===== src/rtl/clk_ctrl_pkg.sv =====
`default_nettype none
// +----------------------------------------------------------------------------+
// | clk_ctrl_pkg : shared state encoding, divider codes and defaults for the  |
// | CPU clock-speed policy logic.                               Rev 1.0       |
// +----------------------------------------------------------------------------+
package clk_ctrl_pkg;

  typedef enum logic [1:0] {
    LS_RUN = 2'b00,
    HS_REQ = 2'b01,
    HS_RUN = 2'b10,
    LS_REQ = 2'b11
  } clk_state_e;

  localparam logic [1:0] DIV1 = 2'b00;
  localparam logic [1:0] DIV2 = 2'b01;

  localparam int DEF_MIN_LS_CYCLES  = 4;
  localparam int DEF_TIMEOUT_CYCLES = 64;

  // Any request other than /1 collapses to /2, the only other supported ratio.
  function automatic logic [1:0] div_code(input logic [1:0] cfg);
    return (cfg == DIV1) ? DIV1 : DIV2;
  endfunction

endpackage
`default_nettype wire


===== src/rtl/clk_speed_ctrl_sync2.sv =====
`default_nettype none
// +----------------------------------------------------------------------------+
// | sync2 : two-flop async-reset synchroniser into the host clock domain.     |
// |                                                             Rev 1.0       |
// +----------------------------------------------------------------------------+
module sync2 (
  input  logic clk_i,
  input  logic rst_b_i,
  input  logic d_i,
  output logic q_o
);

  logic meta_q;
  logic sync_q;

  always_ff @(posedge clk_i or negedge rst_b_i) begin
    if (!rst_b_i) begin
      meta_q <= 1'b0;
      sync_q <= 1'b0;
    end else begin
      meta_q <= d_i;
      sync_q <= meta_q;
    end
  end

  assign q_o = sync_q;

endmodule
`default_nettype wire


===== src/rtl/clk_speed_ctrl.sv =====
`default_nettype none
// +----------------------------------------------------------------------------+
// | clk_speed_ctrl : HS/LS clock policy FSM for the CPU clock switcher.       |
// | Optional HS_REQ watchdog with macro CLK_WDOG_EN.            Rev 1.0       |
// +----------------------------------------------------------------------------+
module clk_speed_ctrl
  import clk_ctrl_pkg::*;
#(
  parameter int MIN_LS_CYCLES  = DEF_MIN_LS_CYCLES,
  parameter int TIMEOUT_CYCLES = DEF_TIMEOUT_CYCLES
) (
  input  logic       lsclk_in,
  input  logic       rst_b,
  input  logic       turbo_en,
  input  logic       need_ls,
  input  logic [1:0] cfg_div_sel,
  input  logic       hsclk_selected,
  input  logic       lsclk_selected,
  input  logic       err_clr,
  output logic       hsclk_sel,
  output logic [1:0] cpuclk_div_sel,
  output logic       hs_active,
  output logic       io_pending,
  output logic       hs_timeout_err
);

  localparam int              HW        = $clog2(MIN_LS_CYCLES + 1);
  localparam logic [HW-1:0]   HOLD_INIT = HW'(MIN_LS_CYCLES);

  clk_state_e    state_q, state_d;
  logic [HW-1:0] hold_q, hold_d;
  logic [1:0]    div_q, div_d;
  logic          hs_ack;
  logic          wd_expired;
  logic          wdog_err;
  logic          err_set;

  sync2 u_ack_sync (
    .clk_i   (lsclk_in),
    .rst_b_i (rst_b),
    .d_i     (hsclk_selected),
    .q_o     (hs_ack)
  );

  always_ff @(posedge lsclk_in or negedge rst_b) begin
    if (!rst_b) begin
      state_q <= LS_RUN;
      hold_q  <= HOLD_INIT;
      div_q   <= DIV1;
    end else begin
      state_q <= state_d;
      hold_q  <= hold_d;
      div_q   <= div_d;
    end
  end

  always_comb begin
    state_d = state_q;
    hold_d  = hold_q;
    div_d   = div_q;
    err_set = 1'b0;
    case (state_q)
      LS_RUN: begin
        div_d = div_code(cfg_div_sel);
        if (hold_q != '0) hold_d = hold_q - HW'(1);
        if (turbo_en && !need_ls && (hold_q == '0) && !wdog_err) state_d = HS_REQ;
      end
      HS_REQ: begin
        // Abort beats ack, ack beats watchdog expiry.
        if (need_ls || !turbo_en) begin
          state_d = LS_REQ;
        end else if (hs_ack) begin
          state_d = HS_RUN;
        end else if (wd_expired) begin
          state_d = LS_REQ;
          err_set = 1'b1;
        end
      end
      HS_RUN: begin
        if (need_ls || !turbo_en) state_d = LS_REQ;
      end
      LS_REQ: begin
        if (lsclk_selected && !hs_ack) begin
          state_d = LS_RUN;
          hold_d  = HOLD_INIT;
        end
      end
      default: state_d = LS_REQ;
    endcase
  end

`ifdef CLK_WDOG_EN
  localparam int            WW     = $clog2(TIMEOUT_CYCLES + 1);
  localparam logic [WW-1:0] WD_MAX = WW'(TIMEOUT_CYCLES - 1);

  logic [WW-1:0] wd_q, wd_d;
  logic          err_q, err_d;

  // Counter idles at zero outside HS_REQ, so every entry starts a fresh window.
  always_comb begin
    wd_d = '0;
    if (state_q == HS_REQ && wd_q != WD_MAX) wd_d = wd_q + WW'(1);
    err_d = err_q;
    if (err_clr) err_d = 1'b0;
    if (err_set) err_d = 1'b1;
  end

  always_ff @(posedge lsclk_in or negedge rst_b) begin
    if (!rst_b) begin
      wd_q  <= '0;
      err_q <= 1'b0;
    end else begin
      wd_q  <= wd_d;
      err_q <= err_d;
    end
  end

  assign wd_expired = (state_q == HS_REQ) && (wd_q == WD_MAX);
  assign wdog_err   = err_q;
`else
  localparam int unused_timeout_cycles = TIMEOUT_CYCLES;
  logic unused_wdog;

  assign unused_wdog = err_clr | err_set;
  assign wd_expired  = 1'b0;
  assign wdog_err    = 1'b0;
`endif

  assign hsclk_sel      = (state_q == HS_REQ) || (state_q == HS_RUN);
  assign hs_active      = (state_q == HS_RUN);
  assign io_pending     = need_ls && (state_q != LS_RUN);
  assign cpuclk_div_sel = div_q;
  assign hs_timeout_err = wdog_err;

endmodule
`default_nettype wire


===== config.mk =====
export PLATFORM = sky130hd
export DESIGN_NAME = clk_speed_ctrl
export DESIGN_NICKNAME = d
export VERILOG_FILES = /design/src/rtl/clk_ctrl_pkg.sv /design/src/rtl/clk_speed_ctrl_sync2.sv /design/src/rtl/clk_speed_ctrl.sv
export SDC_FILE = /design/constraint.sdc
export NUM_CORES = 1
export LEC_CHECK = 0
export ABC_AREA = 1
export BUFFER_PORTS_ARGS = -buffer_cell sky130_fd_sc_hd__buf_2
export CORE_MARGIN = 8
export CORE_UTILIZATION = 40
export CTS_CLUSTER_DIAMETER = 150
export DETAILED_ROUTE_END_ITERATION = 12
export GPL_ROUTABILITY_DRIVEN = 1
export GPL_TIMING_DRIVEN = 0
export PLACE_DENSITY = 0.65
export REMOVE_ABC_BUFFERS = 1
export SYNTH_ARGS = -nofsm -noshare
export SYNTH_HDL_FRONTEND = slang
export SYNTH_SLANG_ARGS = --single-unit
export TNS_END_PERCENT = 30

===== constraint.sdc =====
create_clock -name lsclk_in -period 2.2 [get_ports lsclk_in]
set_input_delay 0.33 -clock lsclk_in [delete_from_list [all_inputs] [get_ports lsclk_in]]
set_output_delay 0.33 -clock lsclk_in [all_outputs]
set_load 0.02 [all_outputs]

# Yosys cells after proc, flatten, opt, wreduce, memory -nomap -nowiden
# Index checks and enable logic that the tools add are counted.
[word_totals]
ff_bits = 9
in_bits = 9
elab_cells = 41
[classes]
add_sub_neg = 1
eq_ne = 8
mux = 10
n_reduce_logical = 17
[op_table]
columns = ["cell", "count"]
rows = [
  ["2-bit 2-to-1 mux", 5],
  ["2-bit case mux with 4 select lines", 1],
  ["3-bit 2-to-1 mux", 2],
  ["2-bit inequality test, second input constant", 3],
  ["3-bit case mux with 2 select lines", 1],
  ["2-bit == test, second input constant", 2],
  ["1-bit logical AND", 4],
  ["2-bit zero test", 2],
  ["4-bit AND reduction", 1],
  ["2-bit nonzero test", 2],
  ["1-bit zero test", 3],
  ["3-bit zero test", 1],
  ["3-bit by 2-bit inequality test with 1-bit output, second input constant", 1],
  ["3-bit AND reduction", 1],
  ["3-bit nonzero test", 1],
  ["3-bit by 1-bit subtractor with 3-bit output, second input constant", 1],
  ["2-bit by 1-bit == test with 1-bit output, second input constant", 1],
  ["1-bit logical OR", 2],
  ["2-bit by 1-bit inequality test with 1-bit output, second input constant", 1],
  ["1-bit 2-to-1 mux", 1],
]

# Depth between registers and ports, before layout
[logic_depth]
ltp_word = 5
ltp_mapped = 9

# By module
# Synthesis repeated with hierarchy kept, for this count alone.
[unflattened]
cells_unflattened = 68
area_unflattened_um2 = 520.5
[modules_own_cells]
columns = ["module", "n_inst", "cells_per_inst", "area_per_inst_um2", "seq_area_each_um2"]
rows = [
  ["clk_speed_ctrl", 1, 66, 470.5, 151.4],
  ["sync2", 1, 2, 50.0, 50.0],
]

# Worst setup path after synthesis
# No wires, ideal clock.
[synth_timing]
path_kind = "reg-to-output"
start = "register state_q[0]"
end = "output io_pending"
t_arrival_ns = 1.042
required_ns = 1.870
slack_ns = 0.828
path_stages_with_launch = 4
cell_sequence = "dfrtp_1 > inv_1 > ha_1 > nor2_1"
[synth_between]
elab_chain_cells = 2
[synth_lines]
columns = ["item", "line_no", "rtl"]
rows = [
  ["start, declared", "clk_speed_ctrl.sv:30", "clk_state_e state_q, state_d;"],
  ["start signal, assigned", "clk_speed_ctrl.sv:51", "state_q <= state_d;"],
  ["2-bit nonzero test", "clk_speed_ctrl.sv:131", "assign io_pending = need_ls && (state_q != LS_RUN);"],
  ["1-bit logical AND", "clk_speed_ctrl.sv:131", ""],
  ["end, declared", "clk_speed_ctrl.sv:23", "output logic io_pending,"],
]
# No other way between the ends.

# Final worst setup path
# Ends and elaborated chain as after synthesis.

==> results.toml <==
[floorplan]
die_w_microns = 53.0
die-area_sq_mm = 0.00281
core_area_sq_mm = 0.00128
num_rows = 13
fp.dieH_microns = 53.0
start_util = 0.426
io_pins = 15

[power_and_ir_drop]
p_leak_uw = 0.000364
irDropWorstVdd_uv = 547
powerDensity_mw_per_mm2 = 1430
power_uw = 926

[logic_synthesis]
synth.top_cell.area_share = 0.320
synth_edf_count = 0
ys_warn_count = 0
synthMostInstantiatedCell = "nand2_1"
synth.avg_cell_area_sq_um = 7.19
ys_types = 15
ys.flop_type = "dfrtp_1"
synthesis.instances = 76
ys_async_sr_fraction = 1.00
synthTopCellsByCount = "nand2_1 (23), inv_1 (13), nor2_1 (8)"
synth_area_leaders = "dfrtp_1 (32%), nand2_1 (16%), ha_1 (14%), inv_1 (8.9%), nor2_1 (5.5%)"
synthesis.area_sq_um = 547
yosysSeqAreaShare = 0.368
yosys.area.top_type = "dfrtp_1"
ys_ff_latch = 8

[timing]
finalHoldViolCount = 0
skew_ps = 5.93
fin_crit_sh = 0.760
rsz0062_at_grt = "false"
fmax_mhz = 598
finalCriticalPeriod_ps = 1670
holdWs_ps = 189
drv_slew = 0
finalSetupTns_ps = 0
setup_violations = 0

[worst_setup_path]
path_max_fanout = 7
end_kind = "output port"
crit_arrival_ps = 1340
crit_path_max_incr_delay_ps = 410
endpoint = "io_pending"
r2r_setup_slack_ps = 770
cp.required_ps = 1870
critPathLaunchType = "register"
r2r-end = "hold_q[1]"
r2r-start = "state_q[0]"
crit_path_top_delay_cell = "dfrtp_1"
crit_chain = "inv_1 -> ha_1 -> nor2_1 -> buf_2"
startpoint = "state_q[0]"
reg2reg_depth = 6
path_class = "register to output port"

[global_route]
antenna_found_initial = 0
grt_overflow = 0
grt_pass1_wl_microns = 1810
grt_pass1_vias = 465
grt_max_degree = 9
grt_use_total = 0.0825

[place]
portBuffers = 11
hpwl_microns = 851
place_inst = 101
place.gp.congestion = 0.747

[layout]
fin_nets = 107
layout.cells.non_filler = 106
n_antenna_cell = 0
area_growth_pct = 18.1
drive_above_1_share = 0.209

[detailed_routing]
antenna_left = 0
via_per_inst = 4.46
wl_per_cell_microns = 9.54
vias = 473
wl_microns = 1010
drt_iter0_markers = 7
drc = 0
first_pass_iters = 4

[clock_tree]
clock-sinks = 8
cts_resized = 0
cts_tree = "built"
cts_root_buf = "clkbuf_4"
post_cts_buffers = 0
clk_pin_slew_ps = 50
clk_latency_ps = 250
ctsLongestPathBuffers = 2
h-tree-depth = 1
postCtsHoldBufs = 1
numCtsBuffers = 3

[job]
drv_cap = 0

[run_status]
status = "completed"

[worst_hold_path]
hold_class = "input port to register"
## stage by stage
stage | util | instance area [sq um] | setup slack, ps
floorplan | - | 536 | 828
global placement | 0.474 | 609 | 795
detailed placement | 0.474 | 609 | 792
CTS | 0.502 | 646 | 522
global route | 0.502 | 646 | 412
finish | 0.502 | 646 | 528
## routing by layer
metal / wire, microns / track usage / part of all wire / vias up
met4: 0 / 0.0259 / 0 / 0
met3: 92 / 0.0364 / 0.091 / 0
li1: - / - / - / 260
met5: 0 / 0 / 0 / -
met2: 418 / 0.125 / 0.41 / 10
met1: 501 / 0.102 / 0.50 / 203
## area by class of cell
type / count / area, sq um
Timing Repair Buffer: 12 / 65.1
Fill cell: 132 / 639
Sequential cell: 8 / 201
Clock buffer: 4 / 26.3
Tap cell: 15 / 18.8
Multi-Input combinational cell: 54 / 285
Inverter: 13 / 48.8
## state kept, by name (all words and copies together) (netlist names)
name	cells
u_ack_sync.meta_q	1
hold_q	3
state_q	2
cpuclk_div_sel	1
u_ack_sync.q_o	1
## how the worst min path moves through the flow
stage	start	end	slack (ps)	depth (start not counted)
after floorplan	rst_b	cpuclk_div_sel[0]	30	0
after global placement	rst_b	state_q[1]	180	1
after detailed placement	rst_b	state_q[1]	190	1
after CTS	hsclk_selected	u_ack_sync.meta_q	180	1
after global routing	hsclk_selected	u_ack_sync.meta_q	170	1
final	hsclk_selected	u_ack_sync.meta_q	190	1
## worst max-delay path: cells and delay by family, from the launching register on
kind	cells	cell delay [ps]
flops	1	410
simple gates	1	120
fa+ha+maj	1	300
buf+inv	2	260
## cell usage in the layout (no fill, tap or decap), drive strengths merged
| cell | n |
|---|---|
| o21ai | 4 |
| dlygate4sd3 | 1 |
| nand4 | 1 |
| nand2 | 24 |
| nor2 | 8 |
| a21oi | 3 |
| or2 | 1 |
| dfrtp | 7 |
| conb | 2 |
| clkbuf | 4 |
| ha | 6 |
| dfstp | 1 |
| nand3 | 5 |
| inv | 13 |
| buf | 11 |
## cell families after synthesis
family | after synthesis | synth area share
buffers and inverters | 15 | 0.117
AND/OR/NAND/NOR | 39 | 0.293
AO/OA/AOI/OAI | 7 | 0.0778
other | 1 | 0.00686
adder cells (fa/ha/maj) | 6 | 0.137
flip-flops | 8 | 0.368
## where the power goes
part / internal, uW / total, uW / switching [uW]
Sequential: 215 / 254 / 39.3
Combinational: 204 / 554 / 350
Clock: 69.3 / 117 / 48.1
Total: 489 / 926 / 437
Note: power is estimated with default switching activity, not from simulation.
